<file path="config.mk">
export PLATFORM = sky130hd
export DESIGN_NAME = p_issue_fifo
export DESIGN_NICKNAME = d
export VERILOG_FILES = /design/src/rtl/p_issue_fifo.sv
export SDC_FILE = /design/constraint.sdc
export NUM_CORES = 1
export LEC_CHECK = 0
export CELL_PAD_IN_SITES_DETAIL_PLACEMENT = 0
export CELL_PAD_IN_SITES_GLOBAL_PLACEMENT = 1
export CORE_MARGIN = 5
export CORE_UTILIZATION = 35
export CTS_CLUSTER_DIAMETER = 60
export CTS_CLUSTER_SIZE = 24
export DETAILED_ROUTE_END_ITERATION = 10
export PLACE_DENSITY_LB_ADDON = 0.1
export SYNTH_ARGS = -nofsm -noshare
export SYNTH_HDL_FRONTEND = slang
export SYNTH_SLANG_ARGS = --single-unit
</file>
<file path="constraint.sdc">
create_clock -name clk -period 3.7 [get_ports clk]
set_clock_uncertainty 0.2 [all_clocks]
set_input_delay 0.74 -clock clk [delete_from_list [all_inputs] [get_ports clk]]
set_output_delay 0.74 -clock clk [all_outputs]
set_load 0.02 [all_outputs]
</file>
<file path="src/rtl/p_issue_fifo.sv">
// p_issue_fifo: control-word FIFO feeding the decode controller via req/ack, with occupancy, class issue counters and a stall watchdog. Ports: clk, reset (sync, active-high); write side i_wr_valid/o_wr_ready/i_wr_ctrl; i_flush; read side o_kp_req/i_kp_ack/o_k_ctrl; status o_count, o_sk_issued, o_lk_issued, o_stall.
module p_issue_fifo #(
  parameter int SELOU   = 4,
  parameter int DEPTH   = 8,
  parameter int CNTW    = 16,
  parameter int TIMEOUT = 1024
) (
  input  logic                     clk,
  input  logic                     reset,
  input  logic                     i_wr_valid,
  output logic                     o_wr_ready,
  input  logic [SELOU-1:0]         i_wr_ctrl,
  input  logic                     i_flush,
  output logic                     o_kp_req,
  input  logic                     i_kp_ack,
  output logic [SELOU-1:0]         o_k_ctrl,
  output logic [$clog2(DEPTH):0]   o_count,
  output logic [CNTW-1:0]          o_sk_issued,
  output logic [CNTW-1:0]          o_lk_issued,
  output logic                     o_stall
);
  localparam int AW = $clog2(DEPTH);
  localparam int WW = $clog2(TIMEOUT + 1);
  localparam logic [AW:0] FULL = (AW + 1)'(DEPTH);
  localparam logic [WW-1:0] TMO = WW'(TIMEOUT);
  logic [SELOU-1:0] mem [DEPTH];
  logic [AW-1:0] rd_ptr, wr_ptr;
  logic [WW-1:0] wd, wd_next;
  logic push, done, short_k;
  assign o_wr_ready = o_count != FULL;
  assign o_kp_req   = o_count != '0;
  assign o_k_ctrl   = mem[rd_ptr];
  assign done       = o_kp_req & i_kp_ack;
  assign push       = i_wr_valid & o_wr_ready & ~i_flush;
  assign short_k    = {{(32 - SELOU){1'b0}}, o_k_ctrl} < 32'd8;
  assign wd_next    = (~o_kp_req | done) ? '0 : (wd == TMO ? wd : wd + 1'b1);
  always_ff @(posedge clk)
    if (push) mem[wr_ptr] <= i_wr_ctrl;
  always_ff @(posedge clk) begin
    if (reset) begin
      o_count     <= '0;
      rd_ptr      <= '0;
      wr_ptr      <= '0;
      o_sk_issued <= '0;
      o_lk_issued <= '0;
      wd          <= '0;
      o_stall     <= 1'b0;
    end else begin
      rd_ptr <= rd_ptr + AW'(done);
      // a pending unacked head survives a flush so the consumer never sees an aborted request
      if (i_flush) begin
        o_count <= (AW + 1)'(o_kp_req & ~i_kp_ack);
        wr_ptr  <= rd_ptr + AW'(o_kp_req);
      end else begin
        o_count <= o_count + (AW + 1)'(push) - (AW + 1)'(done);
        wr_ptr  <= wr_ptr + AW'(push);
      end
      if (done & short_k & ~&o_sk_issued) o_sk_issued <= o_sk_issued + 1'b1;
      if (done & ~short_k & ~&o_lk_issued) o_lk_issued <= o_lk_issued + 1'b1;
      wd <= wd_next;
      if (wd_next == TMO) o_stall <= 1'b1;
    end
  end
endmodule

</file>
# After elaboration in Yosys (flattened, before gate mapping)

Memory sizes are Yosys's and may differ from the RTL's. A register that Yosys moved wholly into a read port is not among the register bits.
Cells that the tools add are included.

Register bits after elaboration: 54
Bits in writable memories: 32
Input port bits: 9
Output and inout port bits: 43
Word-level logic and storage cells: 45
Memories: 1

Memories:

| name | words | width | rd ports | clocked after memory_dff | wr ports | RTL line | source |
|---|---|---|---|---|---|---|---|
| mem  | 8     | 4     | 1        | 1                        | 1        | 26       | `logic [SELOU-1:0] mem [DEPTH];` |

$add $sub $neg: 8
$lt $le $gt $ge: 1
Equal/unequal tests: 3
Multiplexer cells: 7
Bitwise logic cells: 13
Reduce and logical (&&, ||, !) cells: 5

Operators with widths:

| kind                    | number |
|---|---|
| $add A16 B1 Y16 const B | 2 |
| $reduce_and A16 Y1      | 2 |
| $eq A11 B11 Y1 const B  | 2 |
| $mux W11                | 2 |
| $add A11 B1 Y11 const B | 1 |
| $add A3 B1 Y3           | 3 |
| $and A1 B1 Y1           | 7 |
| $mux W3                 | 2 |
| $add A4 B1 Y4           | 1 |
| $and A1 B4 Y4           | 1 |
| $lt A4 B4 Y1 const B    | 1 |
| $mux W4                 | 1 |
| $ne A4 B4 Y1 const B    | 1 |
| $not A1 Y4              | 1 |
| $reduce_bool A4 Y1      | 1 |
| $sub A4 B1 Y4           | 1 |
| $not A1 Y1              | 3 |
| $logic_not A1 Y1        | 2 |
| $mux W1                 | 2 |
| $or A1 B1 Y1            | 1 |

# Logic depth before layout (Yosys ltp)

Depth after elaboration: 6
Depth in mapped cells: 13
Depth with buffers taken out: 12

# Worst setup path before layout

OpenSTA, ideal clock, no wires.

Path kind: register -> register
Start: register o_count[2]
End: register o_count[2]
Library setup time: 78 ps
Arrival time: 2810 ps
Required time: 3422 ps
Setup slack: 611 ps
Stages on the path, launching flop included: 14
Path buffers: 1
Period minus slack after synthesis: 3089 ps
Path through: dfxtp_1 -> inv_1 -> ha_1 -> or3b_2 -> clkbuf_1 -> nand2_1 -> inv_1 -> ha_1 -> inv_1 -> ha_1 -> inv_1 -> fa_1 -> xor2_1 -> nor3_1

Elaborated cells between the ends (all ways): 8
Those cells by class: 2 x add/sub; 1 x eq/ne; 1 x mux; 3 x bitwise; 1 x reduce/logical

RTL lines:

| element                | RTL line | source |
|---|---|---|
| from (decl)            | 17       | `output logic [$clog2(DEPTH):0] o_count,` |
| from (signal assigned) | 52       | `o_count <= (AW + 1)'(o_kp_req & ~i_kp_ack);` |
| from (signal assigned) | 55       | `o_count <= o_count + (AW + 1)'(push) - (AW + 1)'(done);` |
| $reduce_bool A4 Y1     | 31       | `assign o_kp_req = o_count != '0;` |
| net o_kp_req           | 14       | `output logic o_kp_req,` |
| $and A1 B1 Y1          | 33       | `assign done = o_kp_req & i_kp_ack;` |
| $sub A4 B1 Y4          | 55       |  |
| $mux W4                | 51       | `if (i_flush) begin` |

The timed path passes the listed nets, and every way through them passes these cells.
A chain may end at the register's enable or synchronous reset.

==> run_results.csv <==
group,metric,value,unit
run_status,status,"complete, no violations",
timing,hold_violations,0,
synthesis,synth_warnings,0,
cts,post_cts_buffers,0,
synthesis,syn_nets,433,
routing,avgViaCountPerCell,5.25,
job,maxCapViolCount,0,
cts,clkSinkCount,86,
layout,diodes,0,
synthesis,synth_top_area_share,25.6,%
synthesis,synth-edff-count,32,
cts,cts_buffers,9,
worst_hold_path,hp-class,"flop to flop",
global_routing,track_usage,14.4,%
place,place.gp.congestion,0.772,
synthesis,synth_most_common_cell,"dfxtp_1",
layout,finish.instance_area,0.00517,sq mm
cts,ctsHoldBuffers,0,
synthesis,netlist_top_cells_count,"dfxtp_1, nor2_1, edfxtp_1",
worst_setup_path,worstSetupStartpointType,"flop",
worst_setup_path,worstPathArrival,2400,ps
worst_setup_path,critPathKind,"flop to output pin",
synthesis,ys_types,58,
synthesis,synth_area,0.00423,sq mm
cts,h-tree-depth,3,
timing,slew_violations,0,
routing,antenna_left,0,
worst_setup_path,crit_slowest_cell,"dfxtp_1",
worst_setup_path,crit_start,"rd_ptr[0]$_SDFF_PP0_",
routing,drt_iter0_drc,131,
synthesis,synth_area_leaders,"dfxtp_1, edfxtp_1, ha_1",
cts,cts_tree,"done",
routing,num_vias,3209,
floorplanning,fp.coreArea,0.0119,sq mm
worst_setup_path,worstPathMaxFanout,8,
global_routing,overflow,0,
place,dpl.hpwl,7.04,mm
routing,remaining_drc_errors,0,
power,power_leakage,1.69,nW
timing,tightest_slew,759,ps
global_routing,grt_antenna_before_repair,0,
worst_setup_path,critPathCaptureType,"output pin",
layout,nets,485,
layout,layout.cells.non_filler,611,
timing,relSlewSlack,48.8,%
layout,drive_gt1_share,11.2,%
floorplanning,die_h,120,microns
power,vdd_drop_max,0.228,mV
timing,layout_min_cycle_time,3340,ps
timing,clock.fmax,300,MHz
worst_setup_path,crit_required,2760,ps
floorplanning,std_cell_rows,40,
layout,multi_input_area,0.00202,sq mm
floorplanning,start_util,35.5,%
worst_setup_path,slowest_delay,670,ps
synthesis,syn_area_per_cell,10.4,sq um
layout,area.growth.synth_to_final,22.2,%
cts,cts_root_buffer,"clkbuf_16",
place,io_buffers,51,
layout,final-seq-area,0.00204,sq mm
global_routing,grt_max_degree,51,
place,placedInstanceArea,0.00489,sq mm
synthesis,yosysTopAreaCell,"dfxtp_1",
timing,fin_crit_sh,90.2,%
worst_setup_path,r2r-start,"o_count[2]$_SDFF_PP0_",
layout,fill_cells,1184,
floorplanning,die_width,120,microns
timing,fin_setup_tns,0,ps
cts,post_cts_resized,0,
worst_hold_path,hold_start,"o_stall$_SDFFE_PP0N_",
cts,cts.clk_slew.worst_paths,70,ps
power,p_per_area,496,mW/mm^2
synthesis,ys_seq_area_share,48.3,%
timing,setup_viol,0,
cts,worstSkewPairLatency,340,ps
routing,routedWlPerCell,16.2,microns
synthesis,synth_ff_type,"dfxtp_1",
synthesis,synth_cells,407,
place,dp.cells,595,
timing,whs,271,ps
global_routing,grt_pass1_vias,3207,
floorplanning,dieArea,0.0144,sq mm
routing,routed_wl,9.90,mm
worst_setup_path,crit_chain,"mux4_2 -> mux2_2 -> clkdlybuf4s50_1",
synthesis,yosys_register_bits,86,
cts,cts_buffer_depth,2,
timing,grt_setup_unrepaired,"false",
routing,dr.pass1.iters,4,
global_routing,grt_pass1_wl,16.3,mm
floorplanning,pin_count,52,
synthesis,synth_async_sr_flop_share,0,%
## final cells by class
| class | count | area share [%] |
|---|---|---|
| clock buffer | 9 | 4.36 |
| tap | 147 | 3.56 |
| sequential | 86 | 39.5 |
| timing repair buffer | 58 | 10.8 |
| clock inverter | 7 | 1.02 |
| multi-input combinational | 282 | 39.1 |
| inverter | 22 | 1.65 |
## per-stage QoR
step / worst slack [ps] / utilization, % / power, mW
6_report: 362 / 43.4 / 2.56
3_5_place_dp: 579 / 41.1 / 1.73
5_1_grt: 240 / 43.4 / 2.72
2_1_floorplan: 611 / - / 1.50
4_1_cts: 316 / 43.4 / 2.61
3_3_place_gp: 655 / 41.1 / 1.73
## flip-flops by register name (all words and copies together) (netlist names)
name / cells
wr_ptr: 3
o_sk_issued: 16
mem: 32
o_stall: 1
wd: 11
o_lk_issued: 16
o_count: 4
rd_ptr: 3
## worst max-delay path: cells and delay by family (launching register included)
kind	cells	cell delay (ps)
flops	1	670
buf+inv	1	540
mux	2	840
## cells in the final DEF (no fill, tap or decap), drive strengths merged, types with 7 or more instances in the layout
cell type / instances
edfxtp: 32
clkbuf: 9
nor2: 44
inv: 27
clkdlybuf4s50: 50
nand4: 9
mux2: 8
nand2: 20
a21oi: 20
o21ai: 10
or4: 9
nor4: 7
nand3: 20
nor2b: 7
dfxtp: 54
nor3: 13
buf: 8
ha: 16
xnor2: 13
mux4: 8
or3: 8
## worst paths after layout
check / to / slack, ps / cells after the start
worst max-delay path: o_k_ctrl[2] / 360 / 3
worst max register to register: o_count[2]$_SDFF_PP0_ / 710 / 12
worst min-delay path: o_stall$_SDFFE_PP0N_ / 270 / 1
worst min register to register: o_stall$_SDFFE_PP0N_ / 270 / 1
## report_power, final
| part | switching, mW | internal [mW] |
|---|---|---|
| clock network | 0.403 | 0.464 |
| logic | 0.338 | 0.279 |
| registers | 0.0548 | 1.03 |
| total | 0.796 | 1.77 |
## routing by layer
| metal | global-route usage (%) | share of wire, % |
|---|---|---|
| met1 | 18.5 | 48 |
| met2 | 23.3 | 47 |
| met3 | 3.53 | 3.3 |
| met4 | 5.73 | 1.5 |
| met5 | 0 | 0 |
## cells by family (layout without fill, tap and decap cells)
family	count (synthesis)	count (layout)	synth area share (%)
buffers and inverters	39	96	3.93
adder cells (fa/ha/maj)	17	17	5.21
AND/OR/NAND/NOR	162	162	20.4
flip-flops	86	86	48.3
multiplexers	22	22	8.11
XOR/XNOR	18	18	3.73
AO/OA/AOI/OAI	63	63	10.3
No activity file was read; power rests on OpenSTA's default activity.
